--- config.mk ---
export PLATFORM = sky130hd
export DESIGN_NAME = lsu
export DESIGN_NICKNAME = d
export VERILOG_FILES = /design/src/rtl/lsu_pkg.sv /design/src/rtl/lsu_load_align.sv /design/src/rtl/lsu.sv
export SDC_FILE = /design/constraint.sdc
export NUM_CORES = 1
export LEC_CHECK = 0
export CAP_MARGIN = 40
export CORE_MARGIN = 2
export CORE_UTILIZATION = 42
export DETAILED_ROUTE_END_ITERATION = 6
export HOLD_SLACK_MARGIN = 0.12
export PLACE_DENSITY_LB_ADDON = 0.12
export SETUP_SLACK_MARGIN = 0.15
export SLEW_MARGIN = 15
export SYNTH_ARGS = -nofsm -noshare
export SYNTH_HDL_FRONTEND = slang
export SYNTH_HIERARCHICAL = 1
export SYNTH_SLANG_ARGS = --single-unit
--- constraint.sdc ---
create_clock -name clk -period 2 [get_ports clk]
set_clock_uncertainty 0.1 [all_clocks]
set_input_delay 0.4 -clock clk [delete_from_list [all_inputs] [get_ports clk]]
set_output_delay 0.4 -clock clk [all_outputs]
set_load 0.005 [all_outputs]
--- src/rtl/lsu_pkg.sv ---
// Shared LSU encodings: funct3 codes, FSM states, byte-strobe constants and
// small address/lane helpers used by the LSU datapath.
package lsu_pkg;

  localparam int CPU_WIDTH = 32;

  localparam logic [2:0] LSU_B  = 3'b000;
  localparam logic [2:0] LSU_H  = 3'b001;
  localparam logic [2:0] LSU_W  = 3'b010;
  localparam logic [2:0] LSU_BU = 3'b100;
  localparam logic [2:0] LSU_HU = 3'b101;

  typedef enum logic [1:0] {
    S_IDLE = 2'd0,
    S_REQ  = 2'd1,
    S_RESP = 2'd2
  } lsu_state_e;

  localparam logic [3:0] STRB_B = 4'b0001;
  localparam logic [3:0] STRB_H = 4'b0011;
  localparam logic [3:0] STRB_W = 4'b1111;

  // Illegal encodings collapse to LW/SW; after this op[1:0] is the access size.
  function automatic logic [2:0] norm_op(input logic [2:0] op, input logic we);
    case (op)
      LSU_B, LSU_H:   return op;
      LSU_BU, LSU_HU: return we ? LSU_W : op;
      default:        return LSU_W;
    endcase
  endfunction

  function automatic logic [1:0] align_off(input logic [1:0] sz, input logic [1:0] off);
    case (sz)
      2'b00:   return off;
      2'b01:   return {off[1], 1'b0};
      default: return 2'b00;
    endcase
  endfunction

  function automatic logic [3:0] strb_of(input logic [1:0] sz, input logic [1:0] off);
    case (sz)
      2'b00:   return STRB_B << off;
      2'b01:   return off[1] ? (STRB_H << 2) : STRB_H;
      default: return STRB_W;
    endcase
  endfunction

  function automatic logic [31:0] lane_data(input logic [1:0] sz, input logic [31:0] wd);
    case (sz)
      2'b00:   return {4{wd[7:0]}};
      2'b01:   return {2{wd[15:0]}};
      default: return wd;
    endcase
  endfunction

endpackage

--- src/rtl/lsu_load_align.sv ---
// Combinational load extraction: picks the byte/half at the latched offset
// and sign- or zero-extends it according to funct3.
module lsu_load_align
  import lsu_pkg::*;
(
  input  logic [31:0] rdata,
  input  logic [2:0]  op,
  input  logic [1:0]  off,
  output logic [31:0] data
);

  logic [7:0]  byte_sel;
  logic [15:0] half_sel;

  assign byte_sel = rdata[off*8 +: 8];
  assign half_sel = off[1] ? rdata[31:16] : rdata[15:0];

  always_comb begin
    data = rdata;
    case (op)
      LSU_B:   data = {{24{byte_sel[7]}}, byte_sel};
      LSU_BU:  data = {24'd0, byte_sel};
      LSU_H:   data = {{16{half_sel[15]}}, half_sel};
      LSU_HU:  data = {16'd0, half_sel};
      default: data = rdata;
    endcase
  end

endmodule

--- src/rtl/lsu.sv ---
// Load/store unit: one outstanding valid/ready memory transaction, load
// alignment/extension to writeback. LSU_MISALIGN_TRAP_EN enables misalign traps.
module lsu
  import lsu_pkg::*;
#(
  parameter int ADDR_WIDTH = CPU_WIDTH,
  parameter int DATA_WIDTH = 32,
  parameter int RD_WIDTH   = 5
) (
  input  logic                  clk,
  input  logic                  rst_n,
  input  logic                  req_valid,
  output logic                  req_ready,
  input  logic [2:0]            req_op,
  input  logic                  req_we,
  input  logic [ADDR_WIDTH-1:0] req_addr,
  input  logic [DATA_WIDTH-1:0] req_wdata,
  input  logic [RD_WIDTH-1:0]   req_rd,
  input  logic                  flush,
  output logic                  mem_req_valid,
  input  logic                  mem_req_ready,
  output logic [ADDR_WIDTH-1:0] mem_addr,
  output logic                  mem_we,
  output logic [3:0]            mem_wstrb,
  output logic [DATA_WIDTH-1:0] mem_wdata,
  input  logic                  mem_rsp_valid,
  input  logic [DATA_WIDTH-1:0] mem_rdata,
  output logic                  wb_valid,
  output logic [RD_WIDTH-1:0]   wb_rd,
  output logic [DATA_WIDTH-1:0] wb_data,
  output logic                  misalign,
  output logic [ADDR_WIDTH-1:0] misalign_addr
);

  lsu_state_e            state, state_nxt;
  logic [2:0]            op_q;
  logic [RD_WIDTH-1:0]   rd_q;
  logic [1:0]            off_q;
  logic                  kill_q;
  logic [DATA_WIDTH-1:0] ld_data;

  logic [2:0] op_n;
  logic [1:0] sz_n;
  logic       accept, go, rsp_fire;

  assign op_n     = norm_op(req_op, req_we);
  assign sz_n     = op_n[1:0];
  assign accept   = req_ready & req_valid;
  assign rsp_fire = (state == S_RESP) & mem_rsp_valid;

  // Held low during reset so every output reads 0 while rst_n is asserted.
  assign req_ready     = (state == S_IDLE) & rst_n;
  assign mem_req_valid = (state == S_REQ);

`ifdef LSU_MISALIGN_TRAP_EN
  logic is_mis, trap;

  assign is_mis = ((sz_n == 2'b01) & req_addr[0]) | ((sz_n == 2'b10) & (req_addr[1:0] != 2'b00));
  assign trap   = accept & is_mis;
  assign go     = accept & ~is_mis;

  always_ff @(posedge clk) begin
    if (!rst_n) begin
      misalign      <= 1'b0;
      misalign_addr <= '0;
    end else begin
      misalign <= trap;
      if (trap) misalign_addr <= req_addr;
    end
  end
`else
  assign go            = accept;
  assign misalign      = 1'b0;
  assign misalign_addr = '0;
`endif

  always_ff @(posedge clk) begin
    if (!rst_n) state <= S_IDLE;
    else        state <= state_nxt;
  end

  always_comb begin
    state_nxt = state;
    case (state)
      S_IDLE: if (go) state_nxt = S_REQ;
      S_REQ:  if (mem_req_ready) state_nxt = mem_we ? S_IDLE : S_RESP;
      S_RESP: if (mem_rsp_valid) state_nxt = S_IDLE;
      default: state_nxt = S_IDLE;
    endcase
  end

  always_ff @(posedge clk) begin
    if (!rst_n) begin
      op_q      <= '0;
      rd_q      <= '0;
      off_q     <= '0;
      kill_q    <= 1'b0;
      mem_addr  <= '0;
      mem_we    <= 1'b0;
      mem_wstrb <= '0;
      mem_wdata <= '0;
      wb_valid  <= 1'b0;
      wb_rd     <= '0;
      wb_data   <= '0;
    end else begin
      if (go) begin
        op_q      <= op_n;
        rd_q      <= req_rd;
        off_q     <= align_off(sz_n, req_addr[1:0]);
        kill_q    <= 1'b0;
        mem_addr  <= {req_addr[ADDR_WIDTH-1:2], 2'b00};
        mem_we    <= req_we;
        mem_wstrb <= strb_of(sz_n, align_off(sz_n, req_addr[1:0]));
        mem_wdata <= lane_data(sz_n, req_wdata);
      end else if (flush && state != S_IDLE) begin
        // A killed store still writes; only the load writeback is dropped.
        kill_q <= 1'b1;
      end
      wb_valid <= rsp_fire & ~kill_q & ~flush;
      if (rsp_fire) begin
        wb_data <= ld_data;
        wb_rd   <= rd_q;
      end
    end
  end

  lsu_load_align u_align (
    .rdata (mem_rdata),
    .op    (op_q),
    .off   (off_q),
    .data  (ld_data)
  );

endmodule

== Yosys cells after proc, flatten, opt, wreduce, memory -nomap -nowiden ==
Index checks and enable logic that the tools add are counted.
Storage, ports and cells
  output and inout port bits: 142
  bits of input ports: 111
  register bits: 118
Cells by class
  reduce and logical (&&, ||, !) cells: 10
  bitwise operators: 8
  equality and inequality tests: 12
  mux-type cells: 15
  shifts and indexed selects: 2
Operators by type and width (count)
  $pmux W32 S4: 1
  $pmux W32 S2: 1
  $shiftx A32 B6 Y8: 1
  $mux W16: 1
  $eq A3 B3 Y1 const B: 4
  $mux W2: 6
  $pmux W4 S2: 1
  $eq A3 B1 Y1 const B: 2
  $logic_not A3 Y1: 2
  $pmux W2 S3: 1
  $pmux W3 S2: 1
  $reduce_or A2 Y1: 3
  $and A1 B1 Y1: 5
  $eq A2 B1 Y1 const B: 2
  $logic_not A2 Y1: 2
  $mux W4: 1
  $ne A2 B2 Y1 const B: 2
  $pmux W2 S2: 1
  $shl A1 B2 Y4 const A: 1
  $mux W3: 1
  $not A1 Y1: 3
  $reduce_and A3 Y1: 1
  $eq A2 B2 Y1 const B: 1
  $ne A2 B1 Y1 const B: 1
  other kinds (2): 2

== Logic depth before layout (Yosys ltp) ==
  depth after elaboration: 9
  depth in mapped cells: 7
  gate-level depth less buffers: 5

== Modules after synthesis ==
The synthesis kept the hierarchy.
Modules (own cells, without submodules)
  lsu: cells each 586, area an instance 4619.4 um^2, times used 1, sequential area each 2362.3 um^2
  lsu_load_align: cells each 96, area an instance 845.8 um^2, times used 1, sequential area each 0.0 um^2

== Worst setup path before layout ==
OpenSTA, ideal clock, no wires.
  path type: reg-to-reg
  start point: register state[0]
  end point: register op_q[2]
  setup slack: 0.359 ns
  clock period less this slack: 1.641 ns
  arrival time: 1.471 ns
  stages on the path, launching flop included: 6
  required time: 1.830 ns
  library setup time: 0.070 ns
  cells stage by stage: dfxtp_1 buf_6 or3b_1 buf_2 or4b_1 a21oi_1
Between the ends
  word-level cells in the longest chain between the ends: 3
Ends and longest elaborated chain
  start: declaration: RTL line lsu.sv:35  | lsu_state_e state, state_nxt;
  start signal: assignment: RTL line lsu.sv:79  | else state <= state_nxt;
  $logic_not A2 Y1: RTL line lsu.sv:52  | assign req_ready = (state == S_IDLE) & rst_n;
  $and A1 B1 Y1: RTL line lsu.sv:52
  $and A1 B1 Y1: RTL line lsu.sv:48  | assign accept = req_ready & req_valid;
  end signal: assignment: RTL line lsu.sv:107  | op_q <= op_n;
  end: declaration: RTL line lsu.sv:36  | logic [2:0] op_q;
Every way passes these cells.
A chain may end at the register's enable or synchronous reset.

== Worst setup path in the final report ==
  start point: input rst_n
  end point: output req_ready
Between the ends
  word-level cells in the longest chain between the ends: 1
Ends and longest elaborated chain
  start: declaration: RTL line lsu.sv:11  | input logic rst_n,
  $and A1 B1 Y1: RTL line lsu.sv:52
  end: declaration: RTL line lsu.sv:13  | output logic req_ready,
Every way passes these cells.

==> out/qor.yml <==
final_area_mm2: 0.008424
gp_congestion: 0.8806
placed_area_mm2: 0.007838
wl_um: 16940
grt_pass1_vias: 5309
register_area_mm2: 0.002367
synth_edf_count: 0
multi_input_area_mm2: 0.002708
rows: 41
io_buffers: 217
cp.required_ps: 1500
yosys_warnings: 6
grt_max_degree: 62
worstPathArrival_ps: 1310
die_y_um: 118.1
grt_setup_unrepaired: "no"
drive_above_1_share_pct: 11.18
finalWorstSetupSlack_ps: 192.6
hold_depth: 1
synth.most_common_cell: "nand2_1"
clock_latency_ps: 410
netlist_instances: 682
antenna_found_initial: 0
dieArea_mm2: 0.01394
whs_ps: 323.3
worstMarginPinSlew_ps: 625.1
fp.dieW_um: 118.1
status: "finished clean"
yosysSeqAreaShare_pct: 43.22
min_period_ps: 1807
synthTopCellsByArea: "dfxtp_1 43%, nand2_1 14%, a21oi_1 8.7%"
grt-ovfl-total: 0
areaGrowthSynthToFinish_pct: 54.14
synthArstFlopShare_pct: 0
synth_area_per_cell_um2: 8.014
hp-class: "register to register"
reg2reg_depth: 6
synth_ff_type: "dfxtp_1"
slew_violations: 0
worstSetupPathType: "input port to output pin"
p_per_area_mw_per_mm2: 796.6
n_antenna_cell: 0
clk_pin_slew_ps: 50
ir_drop_v: 0.0005299
cts_made_buffers: 17
grtUsageTotal_pct: 24.06
cts_tree: "yes"
clock-sinks: 118
viasPerCell: 5.169
clk_path_buf_depth: 2
synth_common_cells: "205 x nand2_1, 118 x dfxtp_1, 95 x a21oi_1, 40 x clkbuf_1, 38 x buf_4"
yosysTopAreaCellShare_pct: 43.22
cts_hold_buf: 0
dr.first_iter.drc_count: 522
htreeDepth: 4
crit_path_start_kind: "input port"
post-dp-hpwl_um: 12260
synth_area_mm2: 0.005465
crit_fanout: 2
drt-pass1-iter-count: 5
cap_violations: 0
synth_seq_cells: 118
hold_viol_final: 0
end_kind: "output pin"
grt_first_pass_wirelength_um: 26930
fmax_mhz: 553.3
dp_slack_ps: -186.6
yosysTopAreaCell: "dfxtp_1"
ant_nets: 0
coreArea_mm2: 0.01267
wl_per_cell_um: 15.63
root_buffer: "clkbuf_16"
n_fill_cell: 1082
slew_headroom_pct: 58.33
io_pins: 253
min_period_over_period_pct: 90.37
initial_utilization_pct: 43.13
finalSetupViolations: 0
vias: 5603
route.detailed.drc: 0
nNetsFinal: 1010
synth_cell_types: 45
p_leak_nw: 3.146
[repair_timing]
action / 4_1_cts / 5_1_grt
setup buffers: 0 / 0
endpoints found under the setup margin: 2 / 22
resized for setup: 5 / 6
[flip-flops by register name, indices dropped and copies added (netlist names)]
register,cells
wb_rd,5
rd_q,5
off_q,2
mem_we,1
mem_wstrb,4
wb_data,32
mem_addr,30
mem_wdata,32
kill_q,1
wb_valid,1
op_q,3
state,2
[worst paths after layout]
kind,startpoint,endpoint,slack (ps)
hold / removal,kill_q,wb_valid,320
hold reg to reg,kill_q,wb_valid,320
setup / recovery,rst_n,req_ready,190
setup reg to reg,off_q[1],wb_data[28],230
[worst max-delay path: stages]
cell and delay [ps]:
clkdlybuf4s50_1 500, inv_2 50, nor3_2 120, clkdlybuf4s15_1 240
[cell usage in the layout, fill, tap and decap left out, drive strengths merged, types with 2 or more instances in the layout]
| cell | instances |
|---|---|
| inv | 4 |
| buf | 38 |
| clkinvlp | 5 |
| mux2i | 6 |
| a2bb2oi | 20 |
| clkinv | 5 |
| and3b | 2 |
| mux2 | 5 |
| a211oi | 3 |
| a31oi | 26 |
| a21oi | 95 |
| clkbuf | 21 |
| nand2 | 205 |
| and3 | 2 |
| nor2 | 6 |
| dfxtp | 118 |
| nand3 | 4 |
| nor2b | 11 |
| conb | 35 |
| o221ai | 5 |
| nor3b | 3 |
| o21a | 4 |
| nor3 | 2 |
| dlymetal6s2s | 2 |
| a22o | 3 |
| clkdlybuf4s50 | 213 |
| a221o | 15 |
| or3b | 2 |
| o21ai | 38 |
[kinds of logic after synthesis]
logic type	count (synthesis)	share of synthesized area (%)
muxes	11	2.198
DFF	118	43.22
and+or+nand+nor	242	18.38
AOI/OAI and AO/OA	215	26.33
buffers and inverters	95	9.798
other	1	0.06862
[where the power goes]
part           internal [mW]  switching (mW)
clock network           1.80            1.09
logic                  0.697           0.551
registers               2.49          0.0829
[layout make-up]
| type | instances | share of cell area (%) |
|---|---|---|
| multi-input combinational | 503 | 32.14 |
| timing repair buffer | 255 | 30.25 |
| clock buffer | 21 | 5.584 |
| clock inverter | 11 | 1.188 |
| sequential | 118 | 28.10 |
| inverter | 4 | 0.1782 |
| tap | 172 | 2.555 |
[stage by stage]
stage	power, mW	setup TNS, ps	instances	utilization, %
after floorplan	3.225	0	716	-
after global placement	3.840	-2630	1052	61.85
after detailed placement	3.863	-5131	1052	61.85
after CTS	6.761	0	1084	66.38
after global routing	7.003	0	1084	66.49
final	6.710	0	1084	66.49
[per-layer routing]
layer	wire [um]	part of all wire, %	vias up	track usage [%]
met4	444	2.6	0	10.77
met3	1400	8.3	34	8.333
met5	0	0	-	0
met2	7900	47	254	37.79
met1	7199	42	2586	29.68
li1	-	-	2729	-
Note: power is estimated with default switching activity, not from simulation.
